`src/rtl/crc_pkg.sv`:
```
// Shared CRC16-USB constants, transmit state encoding and the byte-wide CRC step.
package crc_pkg;

    localparam logic [15:0] CRC16_POLY_REFL = 16'hA001;
    localparam logic [15:0] CRC16_INIT      = 16'hFFFF;
    localparam logic [15:0] CRC16_XOROUT    = 16'hFFFF;

    typedef enum logic [2:0] {
        IDLE,
        READ,
        LOAD,
        SEND,
        CRC_LO,
        CRC_HI,
        DONE
    } tx_state_t;

    // Reflected CRC: the data byte is folded in LSB-first, one bit per shift.
    function automatic logic [15:0] crc16_usb_byte(input logic [15:0] crc, input logic [7:0] data);
        logic [15:0] c;
        c = crc ^ {8'h00, data};
        for (int i = 0; i < 8; i++) begin
            c = c[0] ? ((c >> 1) ^ CRC16_POLY_REFL) : (c >> 1);
        end
        return c;
    endfunction

endpackage

```
`src/rtl/crc_frame_tx.sv`:
```
// Frame transmitter: reads a payload from byte memory, streams it and appends CRC16-USB (low byte first).
// Optional macro CRC_TX_CORRUPT_EN adds crc_corrupt to flip bit 0 of the transmitted CRC low byte.
module crc_frame_tx
    import crc_pkg::*;
#(
    parameter int ADDR_W = 10,
    parameter int LEN_W  = 10
) (
    input  logic              clk50m,
    input  logic              rst,
    input  logic              tx_start,
    input  logic [ADDR_W-1:0] tx_base,
    input  logic [LEN_W-1:0]  tx_len,
`ifdef CRC_TX_CORRUPT_EN
    input  logic              crc_corrupt,
`endif
    output logic [ADDR_W-1:0] mem_addr,
    input  logic [7:0]        mem_data,
    output logic [7:0]        tx_data,
    output logic              tx_valid,
    input  logic              tx_ready,
    output logic              tx_last,
    output logic              tx_busy,
    output logic              tx_done,
    output logic [15:0]       crc_out
);

    tx_state_t         state_reg;
    tx_state_t         state_next;
    logic [ADDR_W-1:0] base_reg;
    logic [LEN_W-1:0]  len_reg;
    logic [LEN_W-1:0]  idx_reg;
    logic [7:0]        data_reg;
    logic [15:0]       crc_reg;
    logic [15:0]       crc_out_reg;
    logic [ADDR_W-1:0] mem_addr_reg;
    logic              corrupt_bit;
    logic              more_bytes;

    // Compare one bit wider so idx+1 cannot wrap at the maximum length.
    assign more_bytes = (({1'b0, idx_reg} + (LEN_W + 1)'(1)) < {1'b0, len_reg});

`ifdef CRC_TX_CORRUPT_EN
    logic corrupt_reg;

    always_ff @(posedge clk50m) begin
        if (rst) begin
            corrupt_reg <= 1'b0;
        end else if (state_reg == IDLE && tx_start) begin
            corrupt_reg <= crc_corrupt;
        end
    end

    assign corrupt_bit = corrupt_reg;
`else
    assign corrupt_bit = 1'b0;
`endif

    always_ff @(posedge clk50m) begin
        if (rst) begin
            state_reg <= IDLE;
        end else begin
            state_reg <= state_next;
        end
    end

    always_comb begin
        state_next = state_reg;
        case (state_reg)
            IDLE:    if (tx_start) state_next = (tx_len != '0) ? READ : CRC_LO;
            READ:    state_next = LOAD;
            LOAD:    state_next = SEND;
            SEND:    if (tx_ready) state_next = more_bytes ? READ : CRC_LO;
            CRC_LO:  if (tx_ready) state_next = CRC_HI;
            CRC_HI:  if (tx_ready) state_next = DONE;
            DONE:    state_next = IDLE;
            default: state_next = IDLE;
        endcase
    end

    // Datapath: frame parameters, read address, payload byte and running CRC.
    always_ff @(posedge clk50m) begin
        if (rst) begin
            base_reg     <= '0;
            len_reg      <= '0;
            idx_reg      <= '0;
            data_reg     <= 8'h00;
            crc_reg      <= CRC16_INIT;
            crc_out_reg  <= 16'h0000;
            mem_addr_reg <= '0;
        end else begin
            case (state_reg)
                IDLE: begin
                    if (tx_start) begin
                        base_reg <= tx_base;
                        len_reg  <= tx_len;
                        idx_reg  <= '0;
                        crc_reg  <= CRC16_INIT;
                        if (tx_len == '0) begin
                            crc_out_reg <= CRC16_INIT ^ CRC16_XOROUT;
                        end
                    end
                end
                READ: begin
                    mem_addr_reg <= base_reg + ADDR_W'(idx_reg);
                end
                LOAD: begin
                    data_reg <= mem_data;
                    crc_reg  <= crc16_usb_byte(crc_reg, mem_data);
                end
                SEND: begin
                    if (tx_ready) begin
                        idx_reg <= idx_reg + LEN_W'(1);
                        // Latch on entry to CRC_LO so crc_out is valid alongside the first CRC byte.
                        if (!more_bytes) begin
                            crc_out_reg <= crc_reg ^ CRC16_XOROUT;
                        end
                    end
                end
                default: begin
                end
            endcase
        end
    end

    always_comb begin
        tx_valid = 1'b0;
        tx_last  = 1'b0;
        tx_busy  = 1'b1;
        tx_done  = 1'b0;
        tx_data  = 8'h00;
        case (state_reg)
            IDLE: tx_busy = 1'b0;
            SEND: begin
                tx_valid = 1'b1;
                tx_data  = data_reg;
            end
            CRC_LO: begin
                tx_valid = 1'b1;
                tx_data  = crc_out_reg[7:0] ^ {7'b0000000, corrupt_bit};
            end
            CRC_HI: begin
                tx_valid = 1'b1;
                tx_last  = 1'b1;
                tx_data  = crc_out_reg[15:8];
            end
            DONE: begin
                tx_busy = 1'b0;
                tx_done = 1'b1;
            end
            default: begin
            end
        endcase
    end

    assign mem_addr = mem_addr_reg;
    assign crc_out  = crc_out_reg;

endmodule

```
`config.mk`:
```
export PLATFORM = sky130hd
export DESIGN_NAME = crc_frame_tx
export DESIGN_NICKNAME = d
export VERILOG_FILES = /design/src/rtl/crc_pkg.sv /design/src/rtl/crc_frame_tx.sv
export SDC_FILE = /design/constraint.sdc
export NUM_CORES = 1
export LEC_CHECK = 0
export BUFFER_PORTS_ARGS = -buffer_cell sky130_fd_sc_hd__buf_2
export CAP_MARGIN = 20
export CORE_AREA = 2 2 123 125
export CTS_CLUSTER_DIAMETER = 30
export DETAILED_ROUTE_END_ITERATION = 8
export DIE_AREA = 0 0 125 127
export HOLD_SLACK_MARGIN = 0.1
export PLACE_DENSITY = 0.45
export SETUP_SLACK_MARGIN = 0.05
export SKIP_CTS_REPAIR_TIMING = 1
export SLEW_MARGIN = 40
export SYNTH_ARGS = -nofsm -noshare
export SYNTH_HDL_FRONTEND = slang
export SYNTH_SLANG_ARGS = --single-unit
```
`constraint.sdc`:
```
create_clock -name clk50m -period 5.1 [get_ports clk50m]
set_clock_uncertainty 0.05 [all_clocks]
set_input_delay 1.53 -clock clk50m [delete_from_list [all_inputs] [get_ports clk50m]]
set_output_delay 1.53 -clock clk50m [all_outputs]
set_load 0.01 [all_outputs]
```
==> results.toml, run 1 <==
[clock_tree]
clk_pin_slew_ns = 0.06
clockRootBuffer = "clkbuf_16"
htree_num_levels = 3
insertion_delay_ns = 0.34
cts_tree = "yes"
numCtsBuffers = 9
clockBufferDepth = 2
clock_sinks = 83

[global_route]
grt_pass1_vias = 3724
grt_max_degree = 52
grt_pass1_wl_mm = 19.07
grt_usage_pct = 14.94
overflow = 0
antenna_found_initial = 0

[yosys]
syn_area_per_cell_um2 = 7.926
synth-compound-area-share_pct = 20.86
netlist_area_um2 = 4264
synth-seq-cells = 83
yosysWarningCount = 0
synthSimpleGateAreaFrac_pct = 20.39
synth_top_family_by_area = "compound AO/OA/AOI/OAI gates"
synth-xor-area-share_pct = 7.981
synth_mux_area_share_pct = 0
synth_edf_count = 0
ys_seq_area_share_pct = 38.97
synth_fa_ha_area_share_pct = 6.045
synth_fp_nets = 590
synth_cell_types = 53
ys.flop_type = "dfxtp_1"
syn_inst = 538
async_flop_share_pct = 0

[finish]
final_common_cell = "nand2_1"
final_cell_mix = "nand2_1 (89), dfxtp_1 (83), buf_2 (69)"
drive_gt1_share_pct = 17.76
syn2layout_area_growth_pct = 19.22
nNetsFinal = 644
num_antenna_cells = 0

[floorplan]
ios = 70
die_y_um = 127
num_rows = 44
die-area_um2 = 15880
core-area_um2 = 14420
start_util_pct = 29.56
die_w_um = 125

[drt]
vias = 3850
drtPass1Iterations = 4
drc_errors = 0
dr.first_iter.drc_count = 340
ant_nets = 0
detail_route.wl_per_cell_um = 14.86
avgViaCountPerCell = 4.930
wl_mm = 11.60

[pwr]
powerDensity_nw_per_um2 = 323.2
leakage_uw = 0.002029
peakVddDrop_uv = 138.5

[place]
io_buffers = 69
pre_cts_ws_ns = 1.567
place_congestion = 0.7779
hpwlAfterDp_mm = 8.284

[worst_setup_path]
cpPeakStageDelay_ns = 0.63
rr_endpoint = "crc_out[4]"
rr_worst_depth = 10
path_buf_inv = 1
slowest_stage = "dfxtp_1"
worstPathArrival_ns = 2.28
critPathLaunchType = "flop"
rrSetupSlack_ns = 1.80
worstSetupStartpoint = "state_reg[2]"
crit_type = "reg -> out"
r2r-start = "idx_reg[0]"
crit_fanout = 16
crit_family = "simple AND/OR/NAND/NOR gates"
critPathCaptureType = "output pin"
worstPathRequired_ns = 3.52
path_cells = "nand2b_1, nor2_1, a22o_1, buf_2"

[outcome]
outcome = "finished, final reports clean"

[min_path]
worst_hold_path.endpoint = "mem_addr[2]"
hp-start = "mem_addr[2]"
whs_path_depth = 2
hold_path_class = "reg -> reg"

[timing]
tns_ns = 0
hold_viol_final = 0
finalCritPeriodShare_pct = 75.66
rsz0062_at_grt = "no"
relSlewSlack_pct = 48.57
holdWs_ns = 0.4042
layout_setup_ws_ns = 1.241
slew_violations = 0
fin_crit_ns = 3.859
worst_pin_slew_ns = 0.7668
setup_viol = 0
max_freq_ghz = 0.2592

[run]
max_cap_viol_count = 0
## metal layers
layer | global-route usage, % | up-vias | routed length [um]
met2 | 24.52 | 69 | 5352
met1 | 19.87 | 1810 | 5709
met4 | 4.510 | 0 | 95
met5 | 0 | - | 0
li1 | - | 1963 | -
met3 | 3.141 | 8 | 446
## cells by family after synthesis
family,Yosys count
XOR/XNOR,33
flip-flops,83
AO/OA/AOI/OAI,146
buffers and inverters,63
adder cells (fa/ha/maj),20
AND/OR/NAND/NOR,193
## per-stage QoR
stage,power [uW],cells,cell area [um2],utilization [%]
after floorplan,900.8,538,4264,-
after detailed placement,982.3,765,4755,32.96
after CTS,1669,781,5065,35.11
after global placement,979.6,765,4752,32.95
after global routing,1734,781,5084,35.24
final,1643,781,5084,35.24
## how the worst max path moves through the flow
| stage | end | cells past startpoint |
|---|---|---|
| after global placement | crc_out[5] | 10 |
| after global routing | tx_data[6] | 4 |
| after CTS | tx_data[6] | 5 |
| after detailed placement | tx_data[6] | 5 |
| final | tx_data[6] | 4 |
| after floorplan | crc_reg[0] | 6 |
## area by class of cell
type | instances | area [um2]
clock buffers | 9 | 225.2
clock inverters | 7 | 85.08
fillers | 1562 | 9340
inverters | 32 | 120.1
multi-input cells | 392 | 2379
flip-flops and latches | 83 | 1662
well taps | 184 | 230.2
repair buffers | 74 | 382.9
## Yosys cell counts (2+ instances only)
cell / n / area, um2
buf_1: 4 / 15.01
a211oi_1: 4 / 30.03
a21o_1: 4 / 30.03
o211ai_1: 4 / 30.03
clkbuf_1: 25 / 93.84
xor2_1: 10 / 87.58
o21ai_0: 34 / 170.2
o31ai_1: 4 / 30.03
and2_1: 3 / 18.77
and3_1: 5 / 31.28
a22o_1: 8 / 70.07
nand2_1: 90 / 337.8
inv_1: 32 / 120.1
dfxtp_1: 83 / 1662
nor2b_1: 5 / 31.28
nor3_1: 18 / 90.09
o21a_1: 3 / 22.52
nor2_1: 33 / 123.9
nand2b_1: 4 / 25.02
o31a_1: 2 / 17.52
nor4_1: 5 / 31.28
ha_1: 19 / 237.7
xor2_2: 2 / 32.53
nand3_1: 14 / 70.07
or3_1: 9 / 56.30
xnor2_1: 18 / 157.7
o22ai_1: 16 / 100.1
a21oi_1: 55 / 275.3
## worst min-delay path, delay by kind of cell, from the launching register on
family	cells	cell delay (ns)
AND/OR/NAND/NOR	1	0.05
flip-flops	1	0.31
AO/OA/AOI/OAI	1	0.05
## power breakdown
group	leakage, uW	switching (uW)	total (uW)	internal, uW
Clock	0.000153	286	675	389
Sequential	0.000674	24.7	704	680
Combinational	0.00120	163	264	100
Total	0.00203	474	1640	1170
Note: power is estimated with default switching activity, not from simulation.
==> run 2, diff against run 1 <==
PLACE_DENSITY = 0.47   (was 0.45)
clock period = 3.3 ns   (was 5.1 ns; I/O delays follow)
==> results.toml, run 2 (synthesis gave the netlist of run 1 again) <==
[min_path]
worst_hold_path.endpoint = "mem_addr[3]"
hp-start = "mem_addr[3]"
hold_path_class = "reg -> reg"
whs_path_depth = 2

[global_route]
grt_pass1_vias = 3833
grt_pass1_wl_mm = 19.02
grt_max_degree = 36
grt_usage_pct = 14.95
overflow = 0
antenna_found_initial = 0

[pwr]
powerDensity_nw_per_um2 = 493.9
sequentialPowerShare_pct = 42.8
peakVddDrop_uv = 224.5
pwr-share-comb_pct = 16.7
p_sw_share_pct = 28.67
pwr-share-clk_pct = 40.5
internal_power_uw = 1805
leakage_uw = 0.002056
p_sw_uw = 725.5

[clock_tree]
clockRootBuffer = "clkbuf_16"
clockBufferDepth = 2
clk_pin_slew_ns = 0.06
numCtsBuffers = 9
clock_sinks = 83
insertion_delay_ns = 0.35
htree_num_levels = 3
cts_tree = "yes"

[place]
place_congestion = 0.8182
io_buffers = 69
place_inst = 770
hpwlAfterDp_mm = 8.226

[timing]
fin_crit_ns = 3.046
slew_violations = 0
tns_ns = 0
rsz0062_at_grt = "yes"
hold_viol_final = 0
relSlewSlack_pct = 55.81
worst_pin_slew_ns = 0.6629
setup_viol = 0
max_freq_ghz = 0.3283
finalCritPeriodShare_pct = 92.31

[worst_setup_path]
critPathCaptureType = "flop"
r2r-start = "idx_reg[1]"
rrSetupSlack_ns = 0.25
crit_type = "reg -> reg"
rr_endpoint = "crc_out[8]"
worstPathArrival_ns = 3.27
critPathLaunchType = "flop"
worstPathRequired_ns = 3.52
rr_worst_depth = 10
crit_fanout = 16

[run]
max_cap_viol_count = 0

[finish]
syn2layout_area_growth_pct = 20.16
multiInputGateArea_um2 = 2376
final_common_cell = "nand2_1"
fin_cells = 786
final_cell_mix = "nand2_1 (89), dfxtp_1 (82), buf_2 (69)"
nNetsFinal = 649
utilization_pct = 35.52
nFillCells = 1534
register_area_um2 = 1663
drive_gt1_share_pct = 18.44
num_antenna_cells = 0

[floorplan]
die_y_um = 127
die_w_um = 125
start_util_pct = 29.56
core-area_um2 = 14420
die-area_um2 = 15880
ios = 70
num_rows = 44

[drt]
vias = 3879
wl_mm = 11.58
avgViaCountPerCell = 4.935
drc_errors = 0
drtPass1Iterations = 6
dr.first_iter.drc_count = 220
detail_route.wl_per_cell_um = 14.73
ant_nets = 0

[outcome]
outcome = "finished, final reports clean"
run 2: critical path, stage by stage, from the launching register on:
cell and delay, ns:
dfxtp_1 0.41, ha_1 0.25, and3_1 0.23, and3_2 0.25, xor2_1 0.16, ha_1 0.26, and3_1 0.21, a221oi_1 0.29
a21oi_1 0.20, o32a_4 0.49, o22ai_1 0.17
run 2: power groups by stage:
stage / registers, uW / clock network, uW / logic (uW)
finish: 1080 / 1030 / 422
global route: 1090 / 1100 / 474
CTS: 1080 / 1050 / 425
detailed placement: 1110 / 0 / 422
global placement: 1100 / 0 / 418
floorplan: 1100 / 0 / 292
run 2: final cells by class:
type | instances | share of cell area, %
Multi-Input combinational cell | 392 | 46.37
Sequential cell | 83 | 32.45
Timing Repair Buffer | 79 | 8.449
Tap cell | 184 | 4.493
Clock buffer | 9 | 4.396
Inverter | 32 | 2.344
Clock inverter | 7 | 1.490
run 2: worst max path at each step:
stage            endpoint  slack (ns)        from
2_1_floorplan  crc_out[6]        0.43  idx_reg[0]
3_3_place_gp   crc_out[1]        0.30  idx_reg[0]
3_5_place_dp   crc_out[8]        0.17  idx_reg[0]
4_1_cts        crc_out[8]        0.15  idx_reg[0]
5_1_grt        crc_out[0]        0.03  idx_reg[1]
6_report       crc_out[8]        0.25  idx_reg[1]
run 2: stage by stage:
step | setup WS (ns) | hold WS (ns) | total power (uW) | instance area (um2)
after CTS | 0.1500 | 0.4046 | 2562 | 5106
after global placement | 0.3016 | 0.3899 | 1523 | 4802
final | 0.2538 | 0.3994 | 2531 | 5124
after floorplan | 0.4273 | 0.3742 | 1392 | 4264
after global routing | 0.03327 | 0.4245 | 2662 | 5124
after detailed placement | 0.1748 | 0.3953 | 1527 | 4805
run 2: per-layer routing:
| metal | global-route usage [%] | up-vias | share of wire [%] |
|---|---|---|---|
| met5 | 0 | - | 0 |
| met4 | 6.601 | 0 | 1.9 |
| met3 | 3.685 | 15 | 3.9 |
| met2 | 25.42 | 75 | 48 |
| met1 | 17.99 | 1815 | 47 |
| li1 | - | 1974 | - |
==> run 3, diff against run 2 <==
CORE_AREA = 2 2 157 98   (was 2 2 123 125)
DIE_AREA = 0 0 159 100   (was 0 0 125 127)
==> results.toml, run 3 (synthesis gave the netlist of run 1 again) <==
[drt]
dr.first_iter.drc_count = 190
wl_mm = 12.23
avgViaCountPerCell = 4.738
vias = 3833
drtPass1Iterations = 4
drc_errors = 0
detail_route.wl_per_cell_um = 15.12
ant_nets = 0

[finish]
nNetsFinal = 653
final_cell_mix = "nand2_1 (90), dfxtp_1 (83), buf_2 (69)"
drive_gt1_share_pct = 18.81
register_area_um2 = 1662
syn2layout_area_growth_pct = 21.89
final_area_um2 = 5197
nFillCells = 1583
num_antenna_cells = 0
final_common_cell = "nand2_1"
multiInputGateArea_um2 = 2376

[clock_tree]
numCtsBuffers = 9
insertion_delay_ns = 0.34
clock_sinks = 83
cts_tree = "yes"
htree_num_levels = 3
clockRootBuffer = "clkbuf_16"
clk_pin_slew_ns = 0.07
clockBufferDepth = 2

[worst_setup_path]
path_buf_inv = 0
worstPathRequired_ns = 3.51
critPathLaunchType = "flop"
cpPeakStageDelay_ns = 0.49
path_cells = "ha_2, and3_1, and3_2, xor2_1, ha_1, and3_1, a221oi_1, a21oi_1, o32a_4, o22ai_1"
slowest_stage = "o32a_4"
crit_type = "reg -> reg"
worstPathArrival_ns = 3.29
crit_family = "compound AO/OA/AOI/OAI gates"
critPathCaptureType = "flop"
cp_common_cell = "and3_1"
crit_fanout = 16

[floorplan]
core-area_um2 = 14710
die-area_um2 = 15900
die_w_um = 159
die_y_um = 100
ios = 70
num_rows = 35
start_util_pct = 28.98

[timing]
setup_viol = 0
finalCritPeriodShare_pct = 93.47
tns_ns = 0
rsz0062_at_grt = "no"
fin_crit_ns = 3.084
slew_violations = 0
relSlewSlack_pct = 51.46
worst_pin_slew_ns = 0.7263
hold_viol_final = 0
max_freq_ghz = 0.3242
holdWs_ns = 0.3992

[pwr]
p_total_uw = 2639
sequentialPowerShare_pct = 41.0
leakage_uw = 0.002092
internal_power_uw = 1925
pwr-share-comb_pct = 16.4
p_sw_uw = 713.7
pwr-share-clk_pct = 42.6
p_sw_share_pct = 27.04
peakVddDrop_uv = 186.8
powerDensity_nw_per_um2 = 507.8

[run]
max_cap_viol_count = 0

[place]
dpl_cell_area_um2 = 4846
hpwlAfterDp_mm = 8.877
place_congestion = 0.8070
io_buffers = 69

[min_path]
hold_path_class = "reg -> reg"

[outcome]
outcome = "finished, final reports clean"

[global_route]
grt_pass1_wl_mm = 19.72
grt_max_degree = 44
overflow = 0
antenna_found_initial = 0
grt_pass1_vias = 3594
grt_usage_pct = 15.50
==> run 3: changes by cell type in the layout (fill, tap and decap cells not counted) <==
cell	before	now
buf_4	9	14
clkbuf_8	0	2
clkinvlp_4	2	0
buf_12	1	0
bufinv_16	1	2
clkinv_4	2	1
dfxtp_1	82	83
dfxtp_2	1	0
ha_1	19	18
ha_2	0	1
nand2_1	89	90
nand2_2	1	0
==> run 3: worst paths after layout <==
| kind | from | end | slack [ns] | depth (start not counted) |
|---|---|---|---|---|
| setup / recovery | idx_reg[0] | crc_out[14] | 0.22 | 10 |
| hold / removal | mem_addr[4] | mem_addr[4] | 0.40 | 2 |
| setup reg to reg | idx_reg[0] | crc_out[14] | 0.22 | 10 |
| hold reg to reg | mem_addr[4] | mem_addr[4] | 0.40 | 2 |
==> run 3: routing by layer <==
| metal | wire length, um | global-route usage, % | share of wire, % | vias up |
|---|---|---|---|---|
| li1 | - | - | - | 1987 |
| met1 | 6999 | 24.77 | 57 | 1749 |
| met2 | 4594 | 20.90 | 38 | 88 |
| met3 | 546 | 2.975 | 4.5 | 9 |
| met4 | 88 | 3.427 | 0.72 | 0 |
| met5 | 0 | 0 | 0 | - |
==> run 3: tightest hold or removal path: cells and delay by family (launching register included) <==
kind / cells / cell delay (ns)
AOI/OAI and AO/OA: 1 / 0.05
DFF: 1 / 0.31
and+or+nand+nor: 1 / 0.05
==> run 3: cell type report <==
type	count	area share, %
multi-input cells	392	45.72
flip-flops and latches	83	31.97
repair buffers	83	8.666
well taps	203	4.887
clock buffers	11	4.863
inverters	32	2.311
clock inverters	5	1.589
==> run 3: power groups by stage <==
stage          clock network (uW)  registers (uW)  logic [uW]
4_1_cts                      1150            1080         431
3_3_place_gp                    0            1100         425
5_1_grt                      1190            1090         485
2_1_floorplan                   0            1100         292
3_5_place_dp                    0            1110         429
6_report                     1120            1080         432
==> run 3: stage by stage <==
stage	util, %	cells	worst slack [ns]
5_1_grt	35.32	809	0.04200
3_5_place_dp	32.93	793	0.1535
6_report	35.32	809	0.2155
3_3_place_gp	32.92	793	0.3144
4_1_cts	35.21	809	0.1340
2_1_floorplan	-	538	0.4273
